$ cat src/rtl/fetch_stage_pkg.sv
`default_nettype none
// ============================================================================
//  Module      : fetch_stage_pkg
//  Description : Shared fetch-stage constants, FSM encoding and helpers.
//  Revision    : 1.0 - initial release
// ============================================================================
package fetch_stage_pkg;

    localparam logic [31:0] C_NOP_INSTR = 32'h0000_0013;
    localparam logic [31:0] C_RESET_PC  = 32'h0000_0000;

    typedef enum logic [1:0] {
        ST_BOOT = 2'd0,
        ST_RUN  = 2'd1,
        ST_TRAP = 2'd2
    } fetch_state_t;

    function automatic logic is_misaligned(input logic [1:0] low_bits);
        return |low_bits;
    endfunction

endpackage
`default_nettype wire

$ cat src/rtl/fetch_stage_if.sv
`default_nettype none
// ============================================================================
//  Module      : fetch_stage_if
//  Description : Fetch-stage bus: hazard/redirect controls, imem port, IF/ID.
//  Revision    : 1.0 - initial release
// ============================================================================
interface fetch_stage_if #(
    parameter int ADDR_WIDTH = 32,
    parameter int DATA_WIDTH = 32
);
    logic                  stall;
    logic                  flush;
    logic                  branch_taken;
    logic [ADDR_WIDTH-1:0] branch_target;
    logic [DATA_WIDTH-1:0] instr;
    logic [ADDR_WIDTH-1:0] instr_addr;
    logic [ADDR_WIDTH-1:0] if_id_pc;
    logic [ADDR_WIDTH-1:0] if_id_pc_plus4;
    logic [DATA_WIDTH-1:0] if_id_instr;
    logic                  if_id_valid;
    logic                  if_id_misaligned;
    logic [31:0]           fetch_count;

    // master = the fetch stage itself
    modport master (
        input  stall, flush, branch_taken, branch_target, instr,
        output instr_addr, if_id_pc, if_id_pc_plus4, if_id_instr,
               if_id_valid, if_id_misaligned, fetch_count
    );

    modport slave (
        output stall, flush, branch_taken, branch_target, instr,
        input  instr_addr, if_id_pc, if_id_pc_plus4, if_id_instr,
               if_id_valid, if_id_misaligned, fetch_count
    );
endinterface
`default_nettype wire

$ cat src/rtl/fetch_stage_if_id_reg.sv
`default_nettype none
// ============================================================================
//  Module      : if_id_reg
//  Description : IF/ID pipeline register with load / bubble / hold controls.
//  Revision    : 1.0 - initial release
// ============================================================================
module if_id_reg #(
    parameter int                    ADDR_WIDTH = 32,
    parameter int                    DATA_WIDTH = 32,
    parameter logic [DATA_WIDTH-1:0] NOP_INSTR  = 32'h0000_0013
) (
    input  wire logic                  clk,
    input  wire logic                  rst,
    input  wire logic                  load,
    input  wire logic                  bubble,
    input  wire logic                  hold,
    input  wire logic [ADDR_WIDTH-1:0] pc_d,
    input  wire logic [DATA_WIDTH-1:0] instr_d,
    input  wire logic                  misaligned_d,
    output logic      [ADDR_WIDTH-1:0] pc_q,
    output logic      [ADDR_WIDTH-1:0] pc_plus4_q,
    output logic      [DATA_WIDTH-1:0] instr_q,
    output logic                       valid_q,
    output logic                       misaligned_q
);

    logic [ADDR_WIDTH-1:0] r_pc;
    logic [ADDR_WIDTH-1:0] r_pc_plus4;
    logic [DATA_WIDTH-1:0] r_instr;
    logic                  r_valid;
    logic                  r_misaligned;

    // A bubble only kills the payload; pc/pc_plus4 keep their last value
    always_ff @(posedge clk) begin
        if (rst) begin
            r_pc         <= '0;
            r_pc_plus4   <= ADDR_WIDTH'(4);
            r_instr      <= NOP_INSTR;
            r_valid      <= 1'b0;
            r_misaligned <= 1'b0;
        end else if (hold) begin
            r_pc         <= r_pc;
        end else if (load) begin
            r_pc         <= pc_d;
            r_pc_plus4   <= pc_d + ADDR_WIDTH'(4);
            r_instr      <= instr_d;
            r_valid      <= 1'b1;
            r_misaligned <= misaligned_d;
        end else if (bubble) begin
            r_instr      <= NOP_INSTR;
            r_valid      <= 1'b0;
            r_misaligned <= 1'b0;
        end
    end

    assign pc_q         = r_pc;
    assign pc_plus4_q   = r_pc_plus4;
    assign instr_q      = r_instr;
    assign valid_q      = r_valid;
    assign misaligned_q = r_misaligned;

endmodule
`default_nettype wire

$ cat src/rtl/fetch_stage.sv
`default_nettype none
// ============================================================================
//  Module      : fetch_stage
//  Description : RV32I instruction fetch: PC, redirect/trap FSM, fetch counter.
//  Revision    : 1.0 - initial release
// ============================================================================
module fetch_stage
    import fetch_stage_pkg::*;
#(
    parameter int                    DATA_WIDTH = 32,
    parameter int                    ADDR_WIDTH = 32,
    parameter logic [ADDR_WIDTH-1:0] RESET_PC   = C_RESET_PC,
    parameter logic [DATA_WIDTH-1:0] NOP_INSTR  = C_NOP_INSTR
) (
    input  wire logic     clk,
    input  wire logic     rst,
    fetch_stage_if.master bus
);

    fetch_state_t          r_state;
    fetch_state_t          w_state_next;
    logic [ADDR_WIDTH-1:0] r_pc;
    logic [ADDR_WIDTH-1:0] w_pc_next;
    logic [31:0]           r_fetch_count;

    logic                  w_load;
    logic                  w_bubble;
    logic                  w_hold;
    logic                  w_count_inc;
    logic [ADDR_WIDTH-1:0] w_ld_pc;
    logic [DATA_WIDTH-1:0] w_ld_instr;
    logic                  w_ld_misaligned;
    logic                  w_target_misaligned;

    assign w_target_misaligned = is_misaligned(bus.branch_target[1:0]);

    always_ff @(posedge clk) begin
        if (rst) begin
            r_state <= ST_BOOT;
            r_pc    <= RESET_PC;
        end else begin
            r_state <= w_state_next;
            r_pc    <= w_pc_next;
        end
    end

    always_comb begin
        w_state_next    = r_state;
        w_pc_next       = r_pc;
        w_load          = 1'b0;
        w_bubble        = 1'b0;
        w_hold          = 1'b0;
        w_count_inc     = 1'b0;
        w_ld_pc         = r_pc;
        w_ld_instr      = bus.instr;
        w_ld_misaligned = 1'b0;

        case (r_state)
            ST_BOOT: begin
                w_state_next = ST_RUN;
                w_hold       = 1'b1;
            end
            ST_RUN: begin
                if (bus.branch_taken) begin
                    if (w_target_misaligned) begin
                        // Trap marker carries the offending target; pc stays put
                        w_load          = 1'b1;
                        w_ld_pc         = bus.branch_target;
                        w_ld_instr      = NOP_INSTR;
                        w_ld_misaligned = 1'b1;
                        w_state_next    = ST_TRAP;
                    end else begin
                        w_pc_next = bus.branch_target;
                        w_bubble  = 1'b1;
                    end
                end else if (bus.flush) begin
                    w_bubble = 1'b1;
                end else if (bus.stall) begin
                    w_hold = 1'b1;
                end else begin
                    w_load      = 1'b1;
                    w_pc_next   = r_pc + ADDR_WIDTH'(4);
                    w_count_inc = 1'b1;
                end
            end
            ST_TRAP: begin
                if (bus.branch_taken && w_target_misaligned) begin
                    w_load          = 1'b1;
                    w_ld_pc         = bus.branch_target;
                    w_ld_instr      = NOP_INSTR;
                    w_ld_misaligned = 1'b1;
                end else if (bus.branch_taken) begin
                    w_pc_next    = bus.branch_target;
                    w_bubble     = 1'b1;
                    w_state_next = ST_RUN;
                end else begin
                    w_bubble = 1'b1;
                end
            end
            default: begin
                w_state_next = ST_BOOT;
                w_hold       = 1'b1;
            end
        endcase
    end

    always_ff @(posedge clk) begin
        if (rst) begin
            r_fetch_count <= '0;
        end else if (w_count_inc) begin
            r_fetch_count <= r_fetch_count + 32'd1;
        end
    end

    if_id_reg #(
        .ADDR_WIDTH (ADDR_WIDTH),
        .DATA_WIDTH (DATA_WIDTH),
        .NOP_INSTR  (NOP_INSTR)
    ) u_if_id_reg (
        .clk          (clk),
        .rst          (rst),
        .load         (w_load),
        .bubble       (w_bubble),
        .hold         (w_hold),
        .pc_d         (w_ld_pc),
        .instr_d      (w_ld_instr),
        .misaligned_d (w_ld_misaligned),
        .pc_q         (bus.if_id_pc),
        .pc_plus4_q   (bus.if_id_pc_plus4),
        .instr_q      (bus.if_id_instr),
        .valid_q      (bus.if_id_valid),
        .misaligned_q (bus.if_id_misaligned)
    );

    assign bus.instr_addr  = r_pc;
    assign bus.fetch_count = r_fetch_count;

endmodule
`default_nettype wire

$ cat src/flat_wrapper.sv
// flat-port wrapper written by rule: the top's interface ports become plain ports
module fetch_stage_flat import fetch_stage_pkg::*;
#(
    parameter int                    DATA_WIDTH = 32,
    parameter int                    ADDR_WIDTH = 32,
    parameter logic [ADDR_WIDTH-1:0] RESET_PC   = C_RESET_PC,
    parameter logic [DATA_WIDTH-1:0] NOP_INSTR  = C_NOP_INSTR
)
  (clk, rst, bus_stall, bus_flush, bus_branch_taken, bus_branch_target, bus_instr, bus_instr_addr, bus_if_id_pc, bus_if_id_pc_plus4, bus_if_id_instr, bus_if_id_valid, bus_if_id_misaligned, bus_fetch_count);
  fetch_stage_if #(.ADDR_WIDTH(ADDR_WIDTH), .DATA_WIDTH(DATA_WIDTH)) bus_i ();
  input  wire logic clk;
  input  wire logic rst;
  input wire logic [$bits(bus_i.stall)-1:0] bus_stall;
  input wire logic [$bits(bus_i.flush)-1:0] bus_flush;
  input wire logic [$bits(bus_i.branch_taken)-1:0] bus_branch_taken;
  input wire logic [$bits(bus_i.branch_target)-1:0] bus_branch_target;
  input wire logic [$bits(bus_i.instr)-1:0] bus_instr;
  output wire logic [$bits(bus_i.instr_addr)-1:0] bus_instr_addr;
  output wire logic [$bits(bus_i.if_id_pc)-1:0] bus_if_id_pc;
  output wire logic [$bits(bus_i.if_id_pc_plus4)-1:0] bus_if_id_pc_plus4;
  output wire logic [$bits(bus_i.if_id_instr)-1:0] bus_if_id_instr;
  output wire logic [$bits(bus_i.if_id_valid)-1:0] bus_if_id_valid;
  output wire logic [$bits(bus_i.if_id_misaligned)-1:0] bus_if_id_misaligned;
  output wire logic [$bits(bus_i.fetch_count)-1:0] bus_fetch_count;
  assign bus_i.stall = bus_stall;
  assign bus_i.flush = bus_flush;
  assign bus_i.branch_taken = bus_branch_taken;
  assign bus_i.branch_target = bus_branch_target;
  assign bus_i.instr = bus_instr;
  assign bus_instr_addr = bus_i.instr_addr;
  assign bus_if_id_pc = bus_i.if_id_pc;
  assign bus_if_id_pc_plus4 = bus_i.if_id_pc_plus4;
  assign bus_if_id_instr = bus_i.if_id_instr;
  assign bus_if_id_valid = bus_i.if_id_valid;
  assign bus_if_id_misaligned = bus_i.if_id_misaligned;
  assign bus_fetch_count = bus_i.fetch_count;
  fetch_stage #(.DATA_WIDTH(DATA_WIDTH), .ADDR_WIDTH(ADDR_WIDTH), .RESET_PC(RESET_PC), .NOP_INSTR(NOP_INSTR)) u_core (.clk(clk), .rst(rst), .bus(bus_i));
endmodule
$ cat config.mk
export PLATFORM = sky130hd
export DESIGN_NAME = fetch_stage_flat
export DESIGN_NICKNAME = d
export VERILOG_FILES = /design/src/rtl/fetch_stage_pkg.sv /design/src/rtl/fetch_stage_if.sv /design/src/rtl/fetch_stage_if_id_reg.sv /design/src/rtl/fetch_stage.sv /design/src/flat_wrapper.sv
export SDC_FILE = /design/constraint.sdc
export NUM_CORES = 1
export LEC_CHECK = 0
export ABC_AREA = 1
export CAP_MARGIN = 20
export CORE_UTILIZATION = 40
export DETAILED_ROUTE_END_ITERATION = 10
export DONT_BUFFER_PORTS = 1
export PLACE_DENSITY = 0.51
export SLEW_MARGIN = 5
export SYNTH_ARGS = -nofsm -noshare
export SYNTH_HDL_FRONTEND = slang
export SYNTH_SLANG_ARGS = --single-unit
$ cat constraint.sdc
create_clock -name clk -period 3.4 [get_ports clk]
set_input_delay 0.85 -clock clk [delete_from_list [all_inputs] [get_ports clk]]
set_output_delay 0.85 -clock clk [all_outputs]
set_load 0.005 [all_outputs]
==> load_flow_metrics.sql <==
INSERT INTO impl_metrics (metric_group, metric, value, unit) VALUES
('layout', 'layout.cells.most_common_list', 'nand2_1 (344), nor2_1 (177), dfxtp_1 (162), a21oi_1 (131), inv_1 (112)', ''),
('power', 'clock_power_share', '0.277', ''),
('worst_hold_path', 'timing.hold.worst.start', 'u_core.u_if_id_reg.pc_plus4_q[2]', ''),
('place', 'place_worst_setup_slack', '0.442', 'ns'),
('grt', 'grt_overflow', '0', ''),
('setup_path', 'setup_crit_end_kind', 'register', ''),
('grt', 'grt_max_degree', '103', ''),
('layout', 'area_growth_syn_to_layout', '8.62', '%'),
('cts', 'hold_buffers', '0', ''),
('die', 'core', '21400', 'um^2'),
('synthesis', 'syn-instance-count', '1348', ''),
('setup_path', 'regToRegStartpoint', 'u_core.r_state[0]', ''),
('synthesis', 'synth_fa_ha_area_frac', '0.00992', ''),
('synthesis', 'area_fraction_in_compound_gates_after_synthesis', '0.163', ''),
('setup_path', 'critical_path_arrival', '3.30', 'ns'),
('sta', 'timing_max_transition_violations_final', '0', ''),
('layout', 'layout.core_utilization', '0.449', ''),
('die', 'dieArea', '22700', 'um^2'),
('cts', 'cts_resized', '0', ''),
('power', 'sequentialPowerShare', '0.363', ''),
('setup_path', 'crit_type', 'register to register', ''),
('die', 'floorplan.io_pins', '231', ''),
('die', 'chipWidth', '151', 'um'),
('synthesis', 'synth_enable_flop_cells', '0', ''),
('grt', 'wire_length_of_the_first_global_routing_pass', '43000', 'um'),
('sta', 'setup_total_negative_slack', '0', 'ns'),
('job', 'drv_cap', '0', ''),
('synthesis', 'synth.lib_cells_used.distinct', '45', ''),
('setup_path', 'crit_path_start', 'u_core.r_state[0]', ''),
('place', 'gpl.final_weighted_congestion', '0.912', ''),
('sta', 'period_minus_slack', '2.98', 'ns'),
('run_status', 'outcome', 'finished, final reports clean', ''),
('cts', 'clock-root-buffer', 'clkbuf_16', ''),
('layout', 'share_of_cells_above_drive_strength_1', '0.0903', ''),
('drt', 'detail_route.wirelength', '27900', 'um'),
('sta', 'finalClockSkew', '0.0147', 'ns'),
('synthesis', 'synth_simple_gate_area_frac', '0.353', ''),
('worst_hold_path', 'holdCritPathClass', 'register to register', ''),
('layout', 'multi_input_comb_area', '4810', 'um^2'),
('setup_path', 'crit_required', '3.73', 'ns'),
('sta', 'max_freq', '336', 'MHz'),
('cts', 'ctsHtreeMaxLevel', '4', ''),
('cts', 'clock-sinks', '162', ''),
('synthesis', 'synthesis.area', '8820', 'um^2'),
('synthesis', 'synth_area_per_cell', '6.55', 'um^2'),
('synthesis', 'dominantRegCellSynth', 'dfxtp_1', ''),
('setup_path', 'r2r_cells', '18', ''),
('die', 'core.rowCount', '53', ''),
('synthesis', 'synth_xor_area_frac', '0.0189', ''),
('layout', 'mostFrequentLayoutCell', 'nand2_1', ''),
('layout', 'diodes', '0', ''),
('layout', 'nets', '1392', ''),
('sta', 'hold_viol', '0', ''),
('synthesis', 'largest_family_of_logic_cells_by_synthesized_area', 'simple AND/OR/NAND/NOR gates', ''),
('drt', 'drt_iter0_markers', '573', ''),
('cts', 'cts.clk_slew.worst_paths', '0.08', 'ns'),
('synthesis', 'ys_warn_count', '0', ''),
('cts', 'clock_tree_from_tritoncts', 'done', ''),
('place', 'dp.final_hpwl', '20600', 'um'),
('setup_path', 'crit_path_start_kind', 'register', ''),
('power', 'cellInternalPower', '0.00397', 'W'),
('sta', 'period_share', '0.876', ''),
('die', 'die_h', '151', 'um'),
('power', 'netSwitchingFraction', '0.445', ''),
('drt', 'post_detailed_route_wirelength_per_cell', '17.4', 'um'),
('grt', 'vias_in_the_first_global_route', '7859', ''),
('power', 'static-leakage-power', '3.62', 'nW'),
('drt', 'viasPerCell', '5.31', ''),
('power', 'switchingPower', '0.00318', 'W'),
('synthesis', 'synth.net_count', '1424', ''),
('synthesis', 'synth-seq-cells', '162', '');
[path summary, 6_finish.rpt]
check	endpoint	slack, ns
worst min register to register	u_core.u_if_id_reg.pc_plus4_q[2]	0.48
worst max register to register	u_core.u_if_id_reg.pc_plus4_q[30]	0.42
worst max-delay path	u_core.u_if_id_reg.pc_plus4_q[30]	0.42
worst min-delay path	u_core.u_if_id_reg.pc_plus4_q[2]	0.48
[cells by family (layout without fill, tap and decap cells)]
family                     count (synthesis)  in the layout
AOI/OAI and AO/OA                        265            265
DFF                                      162            162
adders and majority gates                  7              7
and+or+nand+nor                          708            708
buffers and inverters                    187            168
xor gates and xnor gates                  19             19
[per-layer routing]
layer  wire length [um]  share of wire  global-route usage  vias up
met5                  0              0                   0        -
met4                288          0.010              0.0611        0
met3               1940          0.070              0.0561       17
met2              12700           0.46               0.386      249
met1              13000           0.46               0.339     3899
li1                   -              -                   -     4349
[cell type report]
type,count,share of cell area
clock buffer,17,0.0444
clock inverter,15,0.0191
inverter,124,0.0486
multi-input combinational,999,0.502
sequential,162,0.338
tap,275,0.0359
timing repair buffer,12,0.0120
[state kept, by name, summed over array words and instances (netlist names)]
| name | cells |
|---|---|
| u_core.bus.fetch_count | 32 |
| u_core.u_if_id_reg.instr_q | 32 |
| u_core.r_state | 2 |
| u_core.u_if_id_reg.valid_q | 1 |
| u_core.u_if_id_reg.misaligned_q | 1 |
| u_core.bus.instr_addr | 32 |
| u_core.u_if_id_reg.pc_plus4_q | 30 |
| u_core.u_if_id_reg.pc_q | 32 |
[synthesized netlist by cell type, types with 5 or more instances]
cell,instances,area share
nand2_1,345,0.15
nor2_1,178,0.076
dfxtp_1,162,0.37
a21oi_1,131,0.074
inv_1,112,0.048
o21ai_0,84,0.048
nand3_1,72,0.041
clkbuf_1,36,0.015
nand4_1,25,0.018
nand2_2,17,0.012
nor3_1,16,0.0091
buf_2,15,0.0085
nor2_2,14,0.0099
xor2_1,14,0.014
inv_2,12,0.0051
nor4_1,9,0.0064
o21ai_1,8,0.0045
a31oi_1,7,0.0050
ha_1,7,0.0099
a211oi_1,6,0.0051
a221oi_1,6,0.0060
nand3_2,6,0.0068
o211ai_1,6,0.0051
or2_2,6,0.0043
nand2_4,5,0.0064
xnor2_1,5,0.0050
[critical path, cell delays in order, from the launching register on]
cell,delay [ns]
dfxtp_1,0.33
inv_1,0.10
ha_1,0.27
inv_2,0.08
nand2_4,0.27
nand3_4,0.28
nand3_1,0.17
nand2_2,0.10
inv_1,0.07
ha_1,0.18
nand3_1,0.10
nor2_1,0.19
nand3_2,0.16
nor2_2,0.20
nand3_2,0.11
nor2_2,0.13
nand2_1,0.06
nand2_1,0.05
nor2_1,0.04
[stage by stage]
stage                     hold slack, ns  instances  power, W  instance area [um^2]
final                              0.476       1604   0.00715                  9590
after CTS                          0.476       1604   0.00721                  9590
after global routing               0.468       1604   0.00768                  9590
after floorplan                    0.448       1348   0.00456                  8820
after global placement             0.466       1572   0.00520                  8980
after detailed placement           0.468       1572   0.00521                  8980
[power by group through the flow]
stage	Sequential [W]	Clock (W)	Combinational, W
floorplan	0.00249	0	0.00207
global placement	0.00265	0	0.00255
detailed placement	0.00265	0	0.00256
CTS	0.00261	0.00203	0.00257
global route	0.00265	0.00210	0.00292
finish	0.00260	0.00198	0.00257
Power figures use the tool's default switching activity.
